File: src/rtl/program_loader_if.sv
// program_loader_if: byte stream in, instruction ROM write port out.
interface program_loader_if #(parameter int ADDR_WIDTH = 12);
    logic [7:0]            rx_data;
    logic                  rx_valid;
    logic                  rx_ready;
    logic                  rom_we;
    logic [ADDR_WIDTH-1:0] rom_addr;
    logic [15:0]           rom_data;
    modport master (input rx_data, rx_valid, output rx_ready, rom_we, rom_addr, rom_data);
    modport slave (output rx_data, rx_valid, input rx_ready, rom_we, rom_addr, rom_data);
endinterface

File: src/rtl/program_loader.sv
// program_loader: receives a framed, checksummed program over a byte stream
// and writes it into instruction ROM while holding the CPU in reset.
module program_loader #(
    parameter int ADDR_WIDTH = 12,
    parameter int TIMEOUT    = 50000
) (
    input  logic              clk,
    input  logic              reset,
    program_loader_if.master  bus,
    output logic              cpu_hold,
    output logic              done,
    output logic              error
);
    typedef enum logic [2:0] {IDLE, LEN_HI, LEN_LO, DATA_HI, DATA_LO, CHECK, DONE, ERROR} state_t;
    localparam int CW = $clog2(TIMEOUT + 1);

    state_t        state, state_nx;
    logic [CW-1:0] idle_cnt;
    logic [7:0]    sum, sum_nx, len_hi, data_hi;
    logic [15:0]   idx, last;
    logic [16:0]   len;
    logic          ready, acc, loading, tmo;

    assign acc          = bus.rx_valid & ready;
    assign loading      = !(state inside {IDLE, DONE, ERROR});
    assign tmo          = loading && idle_cnt == CW'(TIMEOUT);
    assign sum_nx       = sum + bus.rx_data;
    assign len          = {1'b0, len_hi, bus.rx_data};
    assign bus.rx_ready = ready;
    assign cpu_hold     = !(state inside {IDLE, DONE});
    assign done         = state == DONE;
    assign error        = state == ERROR;

    always_ff @(posedge clk or negedge reset)
        if (!reset) state <= IDLE;
        else        state <= state_nx;

    // An accepted byte always wins over a timeout expiring on the same edge.
    always_comb begin
        state_nx = state;
        if (acc)
            case (state)
                IDLE, DONE, ERROR: state_nx = bus.rx_data == 8'hA5 ? LEN_HI : state;
                LEN_HI:  state_nx = LEN_LO;
                LEN_LO:  state_nx = (len == 17'd0 || len > 17'(2**ADDR_WIDTH)) ? ERROR : DATA_HI;
                DATA_HI: state_nx = DATA_LO;
                DATA_LO: state_nx = idx == last ? CHECK : DATA_HI;
                CHECK:   state_nx = sum_nx == 8'h00 ? DONE : ERROR;
                default: state_nx = state;
            endcase
        else if (tmo)
            state_nx = ERROR;
    end

    always_ff @(posedge clk or negedge reset)
        if (!reset) begin
            ready        <= 1'b0;
            idle_cnt     <= '0;
            sum          <= '0;
            len_hi       <= '0;
            data_hi      <= '0;
            idx          <= '0;
            last         <= '0;
            bus.rom_we   <= 1'b0;
            bus.rom_addr <= '0;
            bus.rom_data <= '0;
        end else begin
            ready      <= 1'b1;
            bus.rom_we <= 1'b0;
            idle_cnt   <= (acc || !loading) ? '0 : idle_cnt + CW'(1);
            if (acc && !loading && bus.rx_data == 8'hA5) begin
                sum <= '0;
                idx <= '0;
            end else if (acc && loading) begin
                sum <= sum_nx;
                if (state == LEN_HI) len_hi <= bus.rx_data;
                if (state == LEN_LO) last <= len[15:0] - 16'd1;
                if (state == DATA_HI) data_hi <= bus.rx_data;
                if (state == DATA_LO) begin
                    bus.rom_we   <= 1'b1;
                    bus.rom_data <= {data_hi, bus.rx_data};
                    bus.rom_addr <= idx[ADDR_WIDTH-1:0];
                    idx          <= idx + 16'd1;
                end
            end
        end
endmodule

File: src/flat_wrapper.sv
// flat-port wrapper written by rule: the top's interface ports become plain ports
module program_loader_flat 
#(
    parameter int ADDR_WIDTH = 12,
    parameter int TIMEOUT    = 50000
)
  (clk, reset, cpu_hold, done, error, bus_rx_data, bus_rx_valid, bus_rx_ready, bus_rom_we, bus_rom_addr, bus_rom_data);
  program_loader_if #(.ADDR_WIDTH(ADDR_WIDTH)) bus_i ();
  input  logic clk;
  input  logic reset;
  output logic cpu_hold;
  output logic done;
  output logic error;
  input wire logic [$bits(bus_i.rx_data)-1:0] bus_rx_data;
  input wire logic [$bits(bus_i.rx_valid)-1:0] bus_rx_valid;
  output wire logic [$bits(bus_i.rx_ready)-1:0] bus_rx_ready;
  output wire logic [$bits(bus_i.rom_we)-1:0] bus_rom_we;
  output wire logic [$bits(bus_i.rom_addr)-1:0] bus_rom_addr;
  output wire logic [$bits(bus_i.rom_data)-1:0] bus_rom_data;
  assign bus_i.rx_data = bus_rx_data;
  assign bus_i.rx_valid = bus_rx_valid;
  assign bus_rx_ready = bus_i.rx_ready;
  assign bus_rom_we = bus_i.rom_we;
  assign bus_rom_addr = bus_i.rom_addr;
  assign bus_rom_data = bus_i.rom_data;
  program_loader #(.ADDR_WIDTH(ADDR_WIDTH), .TIMEOUT(TIMEOUT)) u_core (.clk(clk), .reset(reset), .bus(bus_i), .cpu_hold(cpu_hold), .done(done), .error(error));
endmodule
File: config.mk
export PLATFORM = sky130hd
export DESIGN_NAME = program_loader_flat
export DESIGN_NICKNAME = d
export VERILOG_FILES = /design/src/rtl/program_loader_if.sv /design/src/rtl/program_loader.sv /design/src/flat_wrapper.sv
export SDC_FILE = /design/constraint.sdc
export NUM_CORES = 1
export LEC_CHECK = 0
export ABC_AREA = 1
export CAP_MARGIN = 20
export CORE_MARGIN = 10
export CORE_UTILIZATION = 45
export DETAILED_ROUTE_END_ITERATION = 10
export REMOVE_ABC_BUFFERS = 1
export SLEW_MARGIN = 5
export SYNTH_ARGS = -nofsm -noshare
export SYNTH_HDL_FRONTEND = slang
export SYNTH_SLANG_ARGS = --single-unit
File: constraint.sdc
create_clock -name clk -period 5.15 [get_ports clk]
set_clock_uncertainty 0.1 [all_clocks]
set_input_delay 1.03 -clock clk [delete_from_list [all_inputs] [get_ports clk]]
set_output_delay 1.03 -clock clk [all_outputs]
set_load 0.02 [all_outputs]
==> results of run 1 <==
critical path, cell delays in order:
cell and delay (ns):
clkdlybuf4s50_1 0.45, nand2_1 0.10, nor2_1 0.60, inv_2 0.52, nand2_2 0.47, nand2_1 0.12, o21ai_0 0.16, a21oi_1 0.06
synth_stat cells (all sizes together) (9+ instances only):
library cell    n
clkbuf          9
nand4          15
xor2           19
nand3          50
nor2           66
inv            75
o21ai          68
xnor2          11
buf             9
a21oi          18
ha             13
a31oi           9
nand2         188
dfrtp         105
nor3           16
cells by family after synthesis:
| family | Yosys count | synth area share [%] |
|---|---|---|
| AOI/OAI and AO/OA | 102 | 9.94 |
| xor gates and xnor gates | 30 | 4.79 |
| adders and majority gates | 14 | 3.33 |
| buffers and inverters | 94 | 6.79 |
| DFF | 105 | 47.9 |
| other | 1 | 0.0683 |
| and+or+nand+nor | 345 | 27.2 |
through the flow:
step,instances,hold slack (ns),utilization [%],cell area (um^2)
2_1_floorplan,673,0.349,-,5400
3_3_place_gp,864,0.363,50.3,6020
3_5_place_dp,864,0.361,50.3,6020
4_1_cts,878,0.378,53.0,6340
5_1_grt,878,0.405,53.0,6340
6_report,878,0.376,53.0,6340
area by class of cell:
class	instances	area share, %
tap	147	2.90
clock buffer	10	3.77
sequential	105	41.5
clock inverter	4	1.22
timing repair buffer	44	6.87
multi-input combinational	492	39.3
inverter	76	4.50
power breakdown:
group	switching [mW]	internal (mW)	total (mW)
clock	0.307	0.437	0.744
sequential	0.282	1.14	1.42
combinational	0.826	0.574	1.40
total	1.42	2.15	3.56
sequential cells by signal, summed over array words and instances, names as in the netlist, 8 cells and up:
name	cells
u_core.bus.rom_data	16
u_core.idle_cnt	16
u_core.idx	16
u_core.last	16
u_core.bus.rom_addr	12
u_core.data_hi	8
u_core.len_hi	8
u_core.sum	8
layer usage:
| metal | up-vias | part of all wire (%) |
|---|---|---|
| met5 | - | 0 |
| met4 | 0 | 1.4 |
| met3 | 11 | 4.3 |
| met2 | 96 | 50 |
| met1 | 2216 | 45 |
| li1 | 2318 | - |
path summary, 6_finish.rpt:
| path | from | to | slack, ns | depth (start not counted) |
|---|---|---|---|---|
| max in group asynchronous | reset | u_core.idle_cnt[10] | 3.28 | 2 |
| min in group asynchronous | reset | u_core.bus.rom_addr[4] | 0.73 | 1 |
| setup / recovery | bus_rx_valid | u_core.idx[3] | 1.77 | 8 |
| hold / removal | u_core.bus.rom_data[11] | u_core.bus.rom_data[11] | 0.38 | 2 |
| setup reg to reg | u_core.state[0] | u_core.idx[3] | 2.27 | 8 |
| hold reg to reg | u_core.bus.rom_data[11] | u_core.bus.rom_data[11] | 0.38 | 2 |
==> impl_results.md, run 1 <==
* Outcome: completed
* Power per cell area at 562 nW/um^2
* Slew @ Worst Pin at 0.990 ns
* Primary FF master, synth: dfrtp_1
* GR met2 Demand/Resource at about 28%
* Initial antenna violation count at 0
* Post-synth top area cell: dfrtp_1
* Final Max Tran Viols at 0
* Clock sinks at about 110
* Overall power at about 3.6 mW
* Layout cells sized above 1 at under 10%
* Worst slack at placement at around 1.4 ns
* FMAX at 0.296 GHz
* Largest net degree at the start of global routing at 78
* Setup Fix Bufs, Post-CTS at 0
* CP Capture Type: flip-flop
* Inserted Clock Buffers at 9
* ANT nets after route at 0
* Area grow syn2layout at 15.5%
* Clock buffer depth at 2
* Flip-flop and latch count after synthesis at approximately 110
* CP startpoint kind: input port
* Final hold violations at 0
* Slew HR at 34.0%
* Placer Congestion at between 0.8 and 0.9
* H-tree Lvls at 3
* Mapped Avg Cell Area at 7.94 um^2
* Post-synth top area share at 47.9%
* Worst-path clk slew at around 0.07 ns
* Arrival @ worst endpoint at 3.51 ns
* GRT Residual Overflow at 0
* Register area at around 2600 um^2
* Antenna diode count at 0
* Die area at ~17,000 um^2
* Worst IR Drop VDD at about 190 uV
* Synthesized cell area at around 5500 um^2
* Port-buffer cells at 43
* Worst EP required at about 5.3 ns
* Setup ws final at approximately 1.8 ns
* Critical path class: input port to flip-flop
* Number of fill cells at 1,135
* Residual DRC at 0
* Std cell rows at 40
* Hold Crit Class: flip-flop to flip-flop
* DR WL/cell at 15.1 um
* Syn. warnings at 0
* Io pins at 44
* Final worst path period need at about 3.4 ns
* Vias per cell at 5.29
* CTS Hold Bufs at 0
* Leakage at a little over 3 nW
* Die Y at 130 um
* Total GRT Usage at between 15 and 20%
* CTS tree: built
* Met3 Track Usage GR at under 10%
* Die W at approximately 130 um
* HPWL Detailed at 9820 um
* Post-Syn Instances at 691
* First-pass GRT wire length at about 23,000 um
* Sequential area share after synthesis at a little under half
* Number of global-route vias before repair at ~4,500
* Routed Wire Length at between 10,000 and 15,000 um
* Root Buffer: clkbuf_16
* GRT busiest layer: met2
* 1st-pass router iterations at 5
* Final period util at between 60% and 70%
* RSZ-0062 raised after global routing: no
* Setup TNS at 0 ns
* Clk Latency, worst-skew pair at 0.35 ns
* PostCTS Resize Cnt at 0
* Vias at 4,641
* Final Setup Violations at 0
* Post-synth ARST share at 100%
* Commonest non-fill, non-tap cells in the layout: nand2_1 (186), dfrtp_1 (105), inv_1 (71), o21ai_0 (67), nor2_1 (62)
* Initial DRC count at between 300 and 400
* Distinct cells, synth at 36
* Post-synth EDFFs at 0
* Max cap viols at 0
* Area of the multi-input gates at 2490 um^2
* Layout Nets at between 700 and 800
* Max Fanout on Critical Path at 54
* Core ar. at roughly 12,000 um^2
* Most common cell after layout, fill and taps aside: nand2_1
* Starting Density at between 40% and 50%
* Met1 Use GR at a little over a fifth
* Synth area leaders: dfrtp_1 (48%), nand2_1 (13%), o21ai_0 (6.1%)
(Power assumes the default switching activity.)
==> inputs of run 2 (changes only) <==
Settings changed: PLACE_DENSITY from default to 0.67.
Clock period 5.15 ns to 3 ns, I/O delays scaled along.
==> run 2 against run 1 <==
Effect of this change:
- clock-buffer cell count unchanged
- sequential cell count unchanged
- critical endpoint is now cpu_hold
- highest routed layer unchanged
- total power grew 68%
- sequential power rose by 71%
- largest cell class unchanged
- global-route usage shrank 0.40 points
- design area rose by 0.81%
- register-to-register slack worse by 1.3 ns
- via count rose by 2.4%
==> impl_results.md, run 2 (same netlist as run 1, synthesis figures left out) <==
* Outcome: completed
* Max cap viols at 0
* Layout cells sized above 1 at between 5 and 6%
* Std cell rows at 40
* 1st-pass router iterations at 5
* Inserted Clock Buffers at 9
* Residual DRC at 0
* Routed Wire Length at ~13,000 um
* Die W at 130 um
* Final worst path period need at 2.53 ns
* H-tree Lvls at 3
* Vias per cell at 5.33
* Area grow syn2layout at 16.4%
* Core ar. at about 12,000 um^2
* Die area at ~17,000 um^2
* Hold Crit Class: input port to async pin
* CTS Hold Bufs at 0
* Die Y at approximately 130 um
* Layout Nets at ~760
* Clock buffer depth at 2
* Port-buffer cells at 43
* Clk Latency, worst-skew pair at 0.36 ns
* Final period util at a little over four fifths
* Slew HR at 65.6%
* Initial antenna violation count at 0
* Io pins at 44
* Dpl cell area at about 6000 um^2
* Worst IR Drop VDD at ~400 uV
* Starting Density at between 40% and 50%
* Final Setup Violations at 0
* Max Fanout on Critical Path at 6
* Placer Congestion at ~0.94
* Final Max Tran Viols at 0
* Initial DRC count at slightly below 400
* Setup TNS at 0 ns
* Largest net degree at the start of global routing at 81
* First-pass GRT wire length at about 22,000 um
* ANT nets after route at 0
* Power per cell area at around 940 nW/um^2
* Arrival @ worst endpoint at between 1.5 and 2 ns
* Worst slack at placement at between 0.3 and 0.4 ns
* Number of fill cells at around 1,100
* Leakage at 3.06 nW
* RSZ-0062 raised after global routing: no
* DR WL/cell at ~15 um
* Total GRT Usage at between 15 and 20%
* Root Buffer: clkbuf_16
* Number of global-route vias before repair at 4,518
* Clock sinks at approximately 110
* Area of the multi-input gates at approximately 2500 um^2
* Slew @ Worst Pin at 0.513 ns
* Vias at about 4,800
* Antenna diode count at 0
* CP startpoint kind: flip-flop
* Critical path class: flip-flop to primary output
* Setup ws final at between 0.4 and 0.5 ns
* GRT Residual Overflow at 0
* Overall power at 5.99 mW
* Final instance area at 6390 um^2
* CTS tree: built
* Setup Fix Bufs, Post-CTS at 0
* FMAX at slightly below 0.4 GHz
* Commonest non-fill, non-tap cells in the layout: nand2_1 (186), dfrtp_1 (105), inv_1 (71), o21ai_0 (67), nor2_1 (62)
* HPWL Detailed at roughly 9800 um
* Register area at roughly 2600 um^2
* PostCTS Resize Cnt at 0
* Most common cell after layout, fill and taps aside: nand2_1
* Final hold violations at 0
* Worst EP required at 2.30 ns
* Utilization after layout at a little over half
* CP Capture Type: primary output
* Worst-path clk slew at 0.07 ns
run 2: cell count changes in the layout (fill, tap and decap cells not counted), sizes merged:
cell	delta
clkinv	+3
buf	+11
bufinv	-2
clkinvlp	+1
run 2: power breakdown:
group | total [mW] | switching [mW] | internal [mW]
logic | 2.45 | 1.44 | 1.01
registers | 2.43 | 0.477 | 1.95
clock network | 1.11 | 0.547 | 0.566
total | 5.99 | 2.47 | 3.52
run 2: cell type report:
| cell class | instances | area share (%) |
|---|---|---|
| flip-flops and latches | 105 | 41.1 |
| clock buffers | 10 | 3.58 |
| inverters | 76 | 4.47 |
| multi-input cells | 492 | 38.9 |
| clock inverters | 6 | 0.686 |
| well taps | 147 | 2.88 |
| repair buffers | 55 | 8.31 |
run 2: critical path: stages (launching register included):
cell	delay, ns
dfrtp_1	0.45
nand2_1	0.15
nor2_1	0.08
a21oi_1	0.15
clkdlybuf4s50_1	0.64
run 2: metal layers:
metal | track usage [%] | vias to the layer above | wire length [um]
met3 | 4.55 | 22 | 817
li1 | - | 2342 | -
met4 | 5.62 | 0 | 268
met1 | 20.3 | 2256 | 5710
met5 | 0 | - | 0
met2 | 26.6 | 131 | 6450
run 2: final timing paths:
path                                   startpoint                       to  slack [ns]  cells after the start
max in group asynchronous                   reset          u_core.last[15]        2.02                      2
worst min register to register  u_core.data_hi[4]  u_core.bus.rom_data[12]        0.38                      2
worst max register to register    u_core.state[0]            u_core.idx[5]        1.00                      8
min in group clk                u_core.data_hi[4]  u_core.bus.rom_data[12]        0.38                      2
worst min-delay path                        reset   u_core.bus.rom_addr[4]        0.04                      1
worst max-delay path              u_core.state[1]                 cpu_hold        0.47                      4
run 2: metrics by stage:
step	cells	hold WS, ns
floorplan	673	0.204
detailed placement	875	0.361
global route	891	0.0538
finish	891	0.0409
global placement	875	0.356
CTS	891	0.0427
==> inputs of run 3 (changes only) <==
Settings changed: PLACE_DENSITY 0.67 to default.
Clock period 3 ns to 2.45 ns, I/O delays scaled along.
==> run 3 against run 2 <==
Effect of this change:
- sequential power increased by 23%
- combinational power rose by 23%
- first-iteration DRC count down 13%
- largest cell class unchanged
- largest power group unchanged
==> impl_results.md, run 3 (same netlist as run 1, synthesis figures left out) <==
* Total GRT Usage at about 17%
* Std cell rows at 40
* Worst slack at placement at -0.0397 ns
* Initial antenna violation count at 0
* Residual DRC at 0
* Slew HR at approximately two thirds
* CP Capture Type: primary output
* Max cap viols at 0
* Final period util at between 90% and 100%
* Largest net degree at the start of global routing at a little under 50
* Final hold violations at 0
* Starting Density at between 40% and 50%
* Initial DRC count at roughly 340
* Routed Wire Length at ~14,000 um
* 1st-pass router iterations at 4
* Io pins at 44
* Max Fanout on Critical Path at 6
* Layout Nets at just under 800
* Clock sinks at about 110
* Clock power share at around a fifth
* CTS tree: built
* Reg2Reg Depth at 9
* Slew @ Worst Pin at approximately 0.52 ns
* GRT busiest layer: met2
* Root Buffer: clkbuf_16
* Power share of the combinational group at 40.3%
* Setup ws final at around 0.16 ns
* Dpl cell area at roughly 6300 um^2
* Slowest cell on crit path: clkdlybuf4s50_1
* First-pass GRT wire length at roughly 23,000 um
* Leakage at between 3 and 4 nW
* Vias at about 4,700
* Clock buffer depth at 2
* FMAX at approximately 0.44 GHz
* HPWL Detailed at 10,200 um
* Port-buffer cells at 43
* Outcome: completed
* Power per cell area at between 1000 and 1500 nW/um^2
* Core ar. at approximately 12,000 um^2
* Die Y at ~130 um
* Area grow syn2layout at 19.9%
* Most common cell after layout, fill and taps aside: nand2_1
* DR WL/cell at 14.8 um
* Switch Pwr at 2.99 mW
* Crit path largest cell delay at between 0.6 and 0.7 ns
* Pint at approximately 4.5 mW
* R2r setup slk at 0.57 ns
* Worst IR Drop VDD at around 550 uV
* Met1 Use GR at roughly a fifth
* Number of global-route vias before repair at approximately 4,600
* Final Setup Violations at 0
* Sequential Power Share at 39.9%
* Worst EP required at about 1.9 ns
* Worst r2r src: u_core.sum[0]
* Arrival @ worst endpoint at approximately 1.7 ns
* H-tree Lvls at 3
* Utilization after layout at between 50% and 60%
* Switching Share at around 40%
* Hold Crit Class: input port to async pin
* Clk Latency, worst-skew pair at roughly 0.35 ns
* Inserted Clock Buffers at 9
* Final Max Tran Viols at 0
* Final instance area at about 6600 um^2
* Die W at 130 um
* Final worst path period need at around 2.3 ns
* Die area at between 15,000 and 20,000 um^2
* CP startpoint kind: flip-flop
* GRT Residual Overflow at 0
* R2R Path End: u_core.state[0]
* ANT nets after route at 0
* GR met2 Demand/Resource at roughly 29%
* Met3 Track Usage GR at under 10%
* Antenna diode count at 0
* Placer Congestion at about 0.88
* RSZ-0062 raised after global routing: no
* Layout cells sized above 1 at between 7 and 8%
* Worst-path clk slew at around 0.070 ns
* Commonest non-fill, non-tap cells in the layout: nand2_1 (186), dfrtp_1 (105), inv_1 (71), o21ai_0 (67), nor2_1 (62)
* Critical path class: flip-flop to primary output
* Vias per cell at around 5.1
* Cell chain of the critical path: nand2_1, nor2_1, clkdlybuf4s50_1
run 3: worst max-delay path by stage:
| stage | start | to | slack, ns |
|---|---|---|---|
| 2_1_floorplan | u_core.state[0] | u_core.idx[3] | 0.18 |
| 3_3_place_gp | bus_rx_data[5] | u_core.state[0] | 0.003 |
| 3_5_place_dp | bus_rx_data[5] | u_core.state[0] | -0.04 |
| 4_1_cts | u_core.state[1] | cpu_hold | 0.06 |
| 5_1_grt | u_core.state[1] | done | 0.01 |
| 6_report | u_core.state[1] | done | 0.16 |
run 3: power by group through the flow:
stage | combinational (mW) | clock, mW | sequential (mW)
CTS | 3.04 | 1.52 | 2.98
global route | 3.42 | 1.58 | 3.07
detailed placement | 3.02 | 0 | 3.00
finish | 3.01 | 1.48 | 2.98
floorplan | 1.79 | 0 | 3.08
global placement | 2.98 | 0 | 2.99
run 3: per-stage QoR:
| stage | power, mW | hold slack, ns | setup TNS (ns) | instances |
|---|---|---|---|---|
| final | 7.46 | 0.00966 | 0 | 911 |
| after global routing | 8.08 | 0.0479 | 0 | 911 |
| after floorplan | 4.87 | 0.0944 | 0 | 673 |
| after CTS | 7.53 | 0.0294 | 0 | 911 |
| after global placement | 5.97 | 0.358 | 0 | 895 |
| after detailed placement | 6.03 | 0.359 | -0.0551 | 895 |
run 3: layout make-up:
type                       instances  area (um^2)
clock inverter                     3         47.5
clock buffer                      13          250
sequential                       105         2630
tap                              147          184
inverter                          76          285
timing repair buffer              75          696
fill                            1111         5380
multi-input combinational        492         2490
run 3: timing repair:
action | in CTS | in global routing
hold buffers | 0 | 0
setup endpoints to repair | 0 | 1
resized for setup | 0 | 1
setup buffers | 0 | 0
run 3: critical path: cells and delay by family (launching register included):
kind | cells | cell delay (ns)
buffers and inverters | 1 | 0.63
DFF | 1 | 0.44
and+or+nand+nor | 2 | 0.28
run 3: per-layer routing:
metal	vias up	part of all wire, %
met5	-	0
met4	0	0.97
met3	8	4.2
met2	76	49
met1	2190	45
li1	2377	-
